## src/rtl/multicycle_ctrl_fsm.sv

```systemverilog
// Multi-cycle FETCH/DECODE/EXEC/MEM/WB sequencer for the RV32I-subset datapath.
// Optional performance counters are built only when PERF_CNT_EN is defined.
module multicycle_ctrl_fsm #(
    parameter int unsigned MEM_TIMEOUT = 16,
    parameter int unsigned CNT_W       = 32
) (
    input  logic             clk,
    input  logic             reset,
    input  logic [6:0]       opcode,
    input  logic [2:0]       funct3,
    input  logic             zero,
    input  logic             mem_ready,
    output logic             mem_req,
    output logic             mem_we,
    output logic             addr_src,
    output logic             ir_write,
    output logic             pc_write,
    output logic             pc_src,
    output logic             reg_write,
    output logic             mem_to_reg,
    output logic             alu_src,
    output logic [1:0]       alu_op,
    output logic             illegal,
    output logic             bus_error,
    output logic             halted,
    output logic [2:0]       state_dbg,
    output logic [CNT_W-1:0] cycle_count,
    output logic [CNT_W-1:0] instr_count
);

    localparam logic [2:0] S_FETCH  = 3'd0;
    localparam logic [2:0] S_DECODE = 3'd1;
    localparam logic [2:0] S_EXEC   = 3'd2;
    localparam logic [2:0] S_MEM    = 3'd3;
    localparam logic [2:0] S_WB     = 3'd4;
    localparam logic [2:0] S_HALT   = 3'd5;

    localparam logic [6:0] OP_R   = 7'b0110011;
    localparam logic [6:0] OP_I   = 7'b0010011;
    localparam logic [6:0] OP_LW  = 7'b0000011;
    localparam logic [6:0] OP_SW  = 7'b0100011;
    localparam logic [6:0] OP_BR  = 7'b1100011;
    localparam logic [6:0] OP_SYS = 7'b1110011;

    // wait_cnt only has to reach MEM_TIMEOUT-1
    localparam int unsigned   WCW       = (MEM_TIMEOUT > 1) ? $clog2(MEM_TIMEOUT) : 1;
    localparam logic [WCW-1:0] WAIT_LAST = (MEM_TIMEOUT > 0) ? WCW'(MEM_TIMEOUT - 1) : '0;

    logic [2:0]     state;
    logic [2:0]     state_nxt;
    logic [6:0]     op_q;
    logic [WCW-1:0] wait_cnt;
    logic           waiting;
    logic           timeout;
    logic           dec_exec;
    logic           dec_sys;
    logic           br_taken;

    assign waiting  = ((state == S_FETCH) || (state == S_MEM)) && !mem_ready;
    assign timeout  = (MEM_TIMEOUT != 0) && waiting && (wait_cnt == WAIT_LAST);

    assign dec_exec = (opcode == OP_R) || (opcode == OP_I) || (opcode == OP_LW) ||
                      (opcode == OP_SW) || (opcode == OP_BR);
    assign dec_sys  = (opcode == OP_SYS);

    assign br_taken = ((funct3 == 3'b000) && zero) || ((funct3 == 3'b001) && !zero);

    always_comb begin
        state_nxt = state;
        case (state)
            S_FETCH: begin
                if (mem_ready)    state_nxt = S_DECODE;
                else if (timeout) state_nxt = S_HALT;
            end
            S_DECODE: begin
                if (dec_exec)     state_nxt = S_EXEC;
                else if (dec_sys) state_nxt = S_HALT;
                else              state_nxt = S_FETCH;
            end
            S_EXEC: begin
                if ((op_q == OP_R) || (op_q == OP_I))        state_nxt = S_WB;
                else if ((op_q == OP_LW) || (op_q == OP_SW)) state_nxt = S_MEM;
                else                                         state_nxt = S_FETCH;
            end
            S_MEM: begin
                if (mem_ready)    state_nxt = (op_q == OP_SW) ? S_FETCH : S_WB;
                else if (timeout) state_nxt = S_HALT;
            end
            S_WB:    state_nxt = S_FETCH;
            S_HALT:  state_nxt = S_HALT;
            default: state_nxt = S_FETCH;
        endcase
    end

    always_ff @(posedge clk) begin
        if (reset) begin
            state    <= S_FETCH;
            op_q     <= '0;
            wait_cnt <= '0;
        end else begin
            state <= state_nxt;
            if (state == S_DECODE) op_q <= opcode;
            wait_cnt <= ((state_nxt == state) && waiting) ? wait_cnt + 1'b1 : '0;
        end
    end

    // Outputs are forced low throughout reset, so nothing leaks from the pre-reset state.
    always_comb begin
        mem_req    = 1'b0;
        mem_we     = 1'b0;
        addr_src   = 1'b0;
        ir_write   = 1'b0;
        pc_write   = 1'b0;
        pc_src     = 1'b0;
        reg_write  = 1'b0;
        mem_to_reg = 1'b0;
        alu_src    = 1'b0;
        alu_op     = 2'b00;
        illegal    = 1'b0;
        bus_error  = 1'b0;
        halted     = 1'b0;
        if (!reset) begin
            case (state)
                S_FETCH: begin
                    mem_req   = 1'b1;
                    ir_write  = mem_ready;
                    pc_write  = mem_ready;
                    bus_error = timeout;
                end
                S_DECODE: begin
                    illegal = !dec_exec && !dec_sys;
                end
                S_EXEC: begin
                    if ((op_q == OP_R) || (op_q == OP_I)) begin
                        alu_op  = 2'b10;
                        alu_src = (op_q == OP_I);
                    end else if ((op_q == OP_LW) || (op_q == OP_SW)) begin
                        alu_op  = 2'b00;
                        alu_src = 1'b1;
                    end else begin
                        alu_op   = 2'b01;
                        pc_write = br_taken;
                        pc_src   = br_taken;
                    end
                end
                S_MEM: begin
                    mem_req   = 1'b1;
                    addr_src  = 1'b1;
                    mem_we    = (op_q == OP_SW);
                    bus_error = timeout;
                end
                S_WB: begin
                    reg_write  = 1'b1;
                    mem_to_reg = (op_q == OP_LW);
                end
                S_HALT:  halted = 1'b1;
                default: ;
            endcase
        end
    end

    assign state_dbg = reset ? 3'd0 : state;

`ifdef PERF_CNT_EN
    logic             retire;
    logic [CNT_W-1:0] cyc_q;
    logic [CNT_W-1:0] ins_q;

    assign retire = (state == S_WB) ||
                    ((state == S_MEM) && mem_ready && (op_q == OP_SW)) ||
                    ((state == S_EXEC) && (op_q == OP_BR)) ||
                    ((state == S_DECODE) && !dec_exec && !dec_sys);

    always_ff @(posedge clk) begin
        if (reset) begin
            cyc_q <= '0;
            ins_q <= '0;
        end else if (state != S_HALT) begin
            cyc_q <= cyc_q + 1'b1;
            if (retire) ins_q <= ins_q + 1'b1;
        end
    end

    assign cycle_count = reset ? '0 : cyc_q;
    assign instr_count = reset ? '0 : ins_q;
`else
    assign cycle_count = '0;
    assign instr_count = '0;
`endif

endmodule

```

## config.mk

```make
export PLATFORM = sky130hd
export DESIGN_NAME = multicycle_ctrl_fsm
export DESIGN_NICKNAME = d
export VERILOG_FILES = /design/src/rtl/multicycle_ctrl_fsm.sv
export SDC_FILE = /design/constraint.sdc
export NUM_CORES = 1
export LEC_CHECK = 0
export ABC_AREA = 1
export CORE_ASPECT_RATIO = 1.4
export CORE_MARGIN = 3
export CORE_UTILIZATION = 32
export DETAILED_ROUTE_END_ITERATION = 12
export GPL_ROUTABILITY_DRIVEN = 0
export PLACE_DENSITY = 0.76
export SLEW_MARGIN = 20
export SYNTH_ARGS = -nofsm -noshare
export SYNTH_HDL_FRONTEND = slang
export SYNTH_SLANG_ARGS = --single-unit
```

## constraint.sdc

```tcl
create_clock -name clk -period 1.05 [get_ports clk]
set_input_delay 0.105 -clock clk [delete_from_list [all_inputs] [get_ports clk]]
set_output_delay 0.105 -clock clk [all_outputs]
set_load 0.05 [all_outputs]
```

# ---- After elaboration in Yosys (flattened, before gate mapping)
# Index checks and enable logic that the tools add are counted.
dict set report classes {
  addsub 1
  eq_ne 18
  muxes 42
  n_bitwise 1
  reduce_logical 22
}
# op n
set ops {}
lappend ops {{$eq A7 B6 Y1 const B} 4}
lappend ops {{$mux W1} 28}
lappend ops {{$mux W3} 8}
lappend ops {{$pmux W3 S5} 1}
lappend ops {{$eq A7 B2 Y1 const B} 2}
lappend ops {{$eq A7 B5 Y1 const B} 2}
lappend ops {{$eq A7 B7 Y1 const B} 2}
lappend ops {{$logic_or A1 B1 Y1} 8}
lappend ops {{$mux W2} 4}
lappend ops {{$eq A3 B1 Y1 const B} 2}
lappend ops {{$eq A3 B2 Y1 const B} 2}
lappend ops {{$eq A3 B3 Y1 const B} 2}
lappend ops {{$logic_and A1 B1 Y1} 6}
lappend ops {{$logic_not A3 Y1} 2}
lappend ops {{$add A4 B1 Y4 const B} 1}
lappend ops {{$eq A4 B4 Y1 const B} 1}
lappend ops {{$logic_not A1 Y1} 4}
lappend ops {{$reduce_or A2 Y1} 2}
lappend ops {{$eq A3 B3 Y1} 1}
lappend ops {{$pmux W1 S2} 1}
lappend ops {{$not A1 Y1} 1}
dict set report word_totals {
  register_bits 14
  in_bits 14
}

# ---- Depth between registers and ports, before layout
# Gate-level depths: netlist of the first run.
dict set report depth {
  depth_word 11
  ltp_mapped 9
  ltp_nobuf 9
}

# ---- Worst setup path after synthesis of the first run
# No wires, ideal clock.
dict set report synth_timing {
  path_kind {reg-to-output}
  start {register state[2]}
  end {output port mem_to_reg}
  arrival_ns 2.507
  required_ns 0.945
  slack_ns -1.562
  path_stages_with_launch 6
  path_buffers 0
  cell_sequence {dfxtp_1 -> inv_2 -> nor2_1 -> inv_2 -> nor3_2 -> and3_1}
}
dict set report synth_between {
  elab_chain_len 3
}
# element line_no
set synth_lines {}
lappend synth_lines {{start, declared} 49} ;# logic [2:0] state;
lappend synth_lines {{start signal, assigned} 101} ;# state <= state_nxt;
lappend synth_lines {{$eq A3 B3 Y1} 123} ;# case (state)
lappend synth_lines {{$mux W1} 123}
lappend synth_lines {{$mux W1} 122} ;# if (!reset) begin
lappend synth_lines {{end, declared} 20} ;# output logic mem_to_reg,
# Every way passes these cells.

# ---- Worst setup path in the final report of the first run
dict set report layout_timing {
  start {register state[0]}
  end {output port alu_src}
}
dict set report layout_between {
  elab_chain_len 3
}
# element line_no
set layout_lines {}
lappend layout_lines {{$eq A3 B2 Y1} 123}
lappend layout_lines {{$mux W1} 123}
lappend layout_lines {{$mux W1} 122}
lappend layout_lines {{end, declared} 21} ;# output logic alu_src,
# Every way passes these cells.

==> results of run 1 <==
synthesized netlist by cell type (all sizes together):
| cell type | n |
|---|---|
| buf | 65 |
| a2111oi | 1 |
| dfxtp | 14 |
| nand3 | 9 |
| conb | 1 |
| a41oi | 1 |
| ha | 1 |
| o21a | 1 |
| nor3 | 5 |
| nor2 | 34 |
| nand2 | 28 |
| a21oi | 9 |
| o21ai | 7 |
| xnor2 | 1 |
| and3 | 1 |
| o21bai | 1 |
| clkbuf | 1 |
| a211oi | 1 |
| xor2 | 1 |
| inv | 20 |
state kept, by name, indices dropped and copies added (netlist names):
register / cells
op_q: 7
state: 3
wait_cnt: 4
routing by layer:
layer	GRT usage	vias to the layer above	share of wire
met5	0	-	0
met4	0.0533	0	0.026
met3	0.0327	12	0.094
met2	0.265	90	0.55
met1	0.154	645	0.33
li1	-	677	-
repair_timing:
| action | CTS | global route |
|---|---|---|
| gates resized for setup | 75 | 37 |
| pin swaps | 24 | 16 |
| cloned | 1 | 0 |
| setup buffers | 11 | 11 |
| setup endpoints to repair | 31 | 31 |
cell families (layout without fill, tap and decap cells):
family | after synthesis | after routing | share of synthesized area
adder cells (fa/ha/maj) | 1 | 1 | 0.00925
XOR/XNOR | 2 | 2 | 0.0130
AO/OA/AOI/OAI | 21 | 21 | 0.0925
buffers and inverters | 86 | 109 | 0.417
other | 1 | 64 | 0.00277
flip-flops | 14 | 14 | 0.207
AND/OR/NAND/NOR | 77 | 77 | 0.258
stage by stage:
stage               worst slack (ns)   util  hold WS [ns]
global route                  -0.597  0.651         0.418
floorplan                     -0.721      -         0.240
global placement              -0.473  0.511         0.495
finish                        -0.521  0.651         0.383
CTS                           -0.464  0.609         0.377
detailed placement            -0.457  0.511         0.507
area by class of cell:
type,instances,area [µm²]
fillers,296,1390
multi-input cells,165,1110
repair buffers,85,982
flip-flops and latches,14,299
inverters,20,95.1
clock buffers,4,55.1
well taps,43,53.8
worst max path at each step:
| stage | endpoint | startpoint |
|---|---|---|
| 2_1_floorplan | mem_to_reg | state[2] |
| 3_3_place_gp | alu_src | reset |
| 3_5_place_dp | wait_cnt[3] | opcode[0] |
| 4_1_cts | pc_write | op_q[0] |
| 5_1_grt | mem_we | op_q[3] |
| 6_report | alu_src | state[0] |
power groups by stage:
stage	clock network [µW]	registers (µW)	logic [µW]
finish	521	618	1150
global route	551	623	1200
CTS	525	605	1050
detailed placement	0	604	956
global placement	0	602	948
floorplan	0	608	901
==> impl_metrics.ini, run 1 <==
[placement]
place_area_um2 = 2040
placedCellCount = 308
dpl.hpwl_mm = 2.49
numPortBuffers = 30

[floorplan]
die_h_um = 82.9
initial_core_util = 0.339
rows = 27
coreArea_um2 = 3990
dieArea_um2 = 5050
die_w_um = 60.9
ioPinCount = 95

[cts]
hold_buffers = 0
htree_levels = 1
cts_root_buf = clkbuf_8
clk_pin_slew_ns = 0.05
cts_made_buffers = 3
cts_tree = done
clkSinkCount = 14
insertion_delay_ns = 0.25
clk_path_buf_depth = 2

[routing]
ant_nets = 0
drc = 0
drtPass1Iterations = 4
vias_per_cell = 4.30
wl_per_cell_um = 12.1
vias = 1424
drtIter0Drc = 15
wl_mm = 3.99

[power]
p_leak_uw = 0.00119
finalPower_uw = 2280
powerDensity_nw_per_um2 = 880
vdd_ir_drop_max_mv = 0.820
power_frac_comb = 0.502
p_int_uw = 1230
pwr-share-seq = 0.270
clock_power_share = 0.228
switching_share = 0.462
switchingPower_uw = 1050

[critical_path]
timing.rr.start = state[0]
critPathSlowestCell = dfxtp_4
path_depth = 6
setup.worst_path.class = register to output port
cp-start-kind = register
cp-end-kind = output port
cp_top_family = flip-flops
r2r_slack_ns = -0.32
critPathArrivalTime_ns = 1.47
r2r_end = wait_cnt[2]
path_max_fanout = 5
required_ns = 0.94
cpPeakStageDelay_ns = 0.39
cp_common_cell = inv_4
rr_worst_depth = 10
path_buf_inv = 3
path_cells = inv_4 > nand3_4 > inv_4 > nand2_4 > a2111oi_4 > buf_12

[final_layout]
final_cells = 331
drive_gt1_frac = 0.542
fin_area_um2 = 2600
nets = 304
area_delta_synth_final_pct = 92.0
layout_commonest_cell = conb_1
layout_common_cells = conb_1 (64), buf_6 (30), buf_4 (26)
antenna_cells = 0

[run_status]
status = finished, violations left
failed_checks = negative setup slack

[yosys]
netlist_area_um2 = 1350
yosysUniqueCellTypes = 26
ys_warn_count = 0
synth.largest_area_cell = buf_4
synthCells = 202
ys_seq_area_frac = 0.207
synth_area_leaders = buf_4 (36%), dfxtp_1 (21%), nor2_1 (9.2%)
ys_ff_latch = 14
yosysTopAreaCellShare = 0.355
avgSynthCellArea_um2 = 6.70

[sta]
fin_setup_tns_ns = -9.41
finalCritPeriodShare = 1.50
rsz0062_at_grt = true
finClkSkew_ns = 0.00370
hold_viol_final = 0
drv_slew = 0
fin_crit_ns = 1.57
fin_ws_ns = -0.521
setup_violations = 31
max_freq_mhz = 637

[flow_run]
maxCapViolCount = 0

[hold_path]
min_path_cells = 2
whs_endpoint = state[0]
hp-class = input port to register
min_from = reset

[grt]
antenna_found_initial = 0
overflow = 0
grt_pass1_vias = 1286
grt_pass1_wl_mm = 5.80
grt_use_total = 0.146
grt_max_degree = 12
Power figures use the tool's default switching activity.
==> run 2, diff against run 1 <==
--- a/config.mk
+++ b/config.mk
@@ -16,3 +16,4 @@
 export SYNTH_ARGS = -nofsm -noshare
 export SYNTH_HDL_FRONTEND = slang
 export SYNTH_SLANG_ARGS = --single-unit
+export TNS_END_PERCENT = 20
==> run 2 against run 1 <==
  * The run still ends with negative setup slack left
  * Via count is 5.1% lower
  * Critical path type unchanged
  * Count of clock-buffer cells in the layout unchanged
  * Setup slack better by 0.015 ns
==> impl_metrics.ini, run 2 (synthesis gave the netlist of run 1 again) <==
[run_status]
status = finished, violations left
failed_checks = negative setup slack

[grt]
overflow = 0
grt_max_degree = 12
grt_pass1_vias = 1159
antenna_found_initial = 0
grt_use_total = 0.123
grt_pass1_wl_mm = 4.83

[cts]
htree_levels = 1
clkSinkCount = 14
cts_tree = done
cts_made_buffers = 3
clk_path_buf_depth = 2
clk_pin_slew_ns = 0.05
insertion_delay_ns = 0.25
cts_root_buf = clkbuf_8

[critical_path]
required_ns = 0.94
rr_worst_depth = 8
setup.worst_path.class = register to output port
cp-end-kind = output port
cp-start-kind = register
path_max_fanout = 3
critPathArrivalTime_ns = 1.45

[sta]
fin_hold_ws_ns = 0.477
hold_viol_final = 0
setup_violations = 31
max_freq_mhz = 643
finClkSkew_ns = 0.0132
drv_slew = 0
fin_ws_ns = -0.506
fin_crit_ns = 1.56
rsz0062_at_grt = true
finalCritPeriodShare = 1.48

[power]
powerDensity_nw_per_um2 = 918
vdd_ir_drop_max_mv = 0.478
p_leak_uw = 0.00106

[routing]
vias_per_cell = 4.25
ant_nets = 0
dr_wl_met3_um = 316
met2_wirelength_mm = 2.04
wl_per_cell_um = 11.5
vias = 1351
highest_layer = met4
m1WireLength_mm = 1.16
drtPass1Iterations = 4
drtIter0Drc = 19
drc = 0
wl_mm = 3.66

[placement]
numPortBuffers = 30
pre_cts_ws_ns = -0.461
place_area_um2 = 1950
placedCellCount = 307
dpl.hpwl_mm = 2.56

[floorplan]
initial_core_util = 0.339
die_h_um = 82.9
ioPinCount = 95
rows = 27
die_w_um = 60.9
coreArea_um2 = 3990
dieArea_um2 = 5050

[flow_run]
maxCapViolCount = 0

[final_layout]
multi_input_area_um2 = 1020
regMostFlops = op_q
layout_common_cells = conb_1 (64), buf_4 (38), nor2_1 (16), buf_12 (16), nand2_1 (15)
nets = 291
final_cells = 318
fin_area_um2 = 2310
layout_commonest_cell = conb_1
largest_reg_flops = 7
area_delta_synth_final_pct = 71.0
drive_gt1_frac = 0.469
fill_cells = 341
antenna_cells = 0
regArea_um2 = 298
top_regs = op_q x7, wait_cnt x4, state x3

[hold_path]
min_path_cells = 3
hp-class = input port to register
[run 2: cell count changes in the layout (fill, tap and decap cells not counted), sizes merged]
cell,previous run,this run
buf,72,58
clkbuf,4,5
[run 2: report_power, final]
group	internal [µW]	switching, µW	total, µW
Sequential	567	37.9	605
Combinational	266	781	1050
Clock	269	204	472
Total	1100	1020	2120
[run 2: path summary, 6_finish.rpt]
path | startpoint | end | slack (ns)
worst max register to register | state[1] | op_q[5] | -0.25
worst min-delay path | opcode[4] | op_q[4] | 0.48
worst min register to register | op_q[0] | op_q[0] | 0.52
worst max-delay path | op_q[2] | alu_src | -0.51
[run 2: final cells by class]
type | count | area share
sequential | 14 | 0.129
inverter | 20 | 0.0389
clock buffer | 4 | 0.0195
timing repair buffer | 72 | 0.349
tap | 43 | 0.0233
multi-input combinational | 165 | 0.440
[run 2: routing by layer]
layer,GRT usage,vias up
li1,-,649
met5,0,-
met4,0.0651,0
met1,0.129,607
met3,0.0218,12
met2,0.219,83
[run 2: what timing repair did]
action	in CTS	in global routing
pin swaps	6	18
gates resized for setup	39	46
setup buffers	1	6
hold buffers	0	0
endpoints found under the hold margin	0	0
endpoints found under the setup margin	31	31
[run 2: stage by stage]
| step | total power [µW] | utilization | setup TNS [ns] |
|---|---|---|---|
| after floorplan | 1480 | - | -7.47 |
| after global placement | 1520 | 0.488 | -8.93 |
| after detailed placement | 1530 | 0.488 | -9.38 |
| after CTS | 2020 | 0.525 | -7.39 |
| after global routing | 2230 | 0.580 | -10.13 |
| final | 2120 | 0.580 | -8.15 |
[run 2: worst max-delay path: stages (launching register included)]
cell	delay (ns)
dfxtp_2	0.33
nor2_2	0.12
nand2_2	0.08
buf_6	0.13
a2111oi_4	0.31
clkbuf_16	0.23
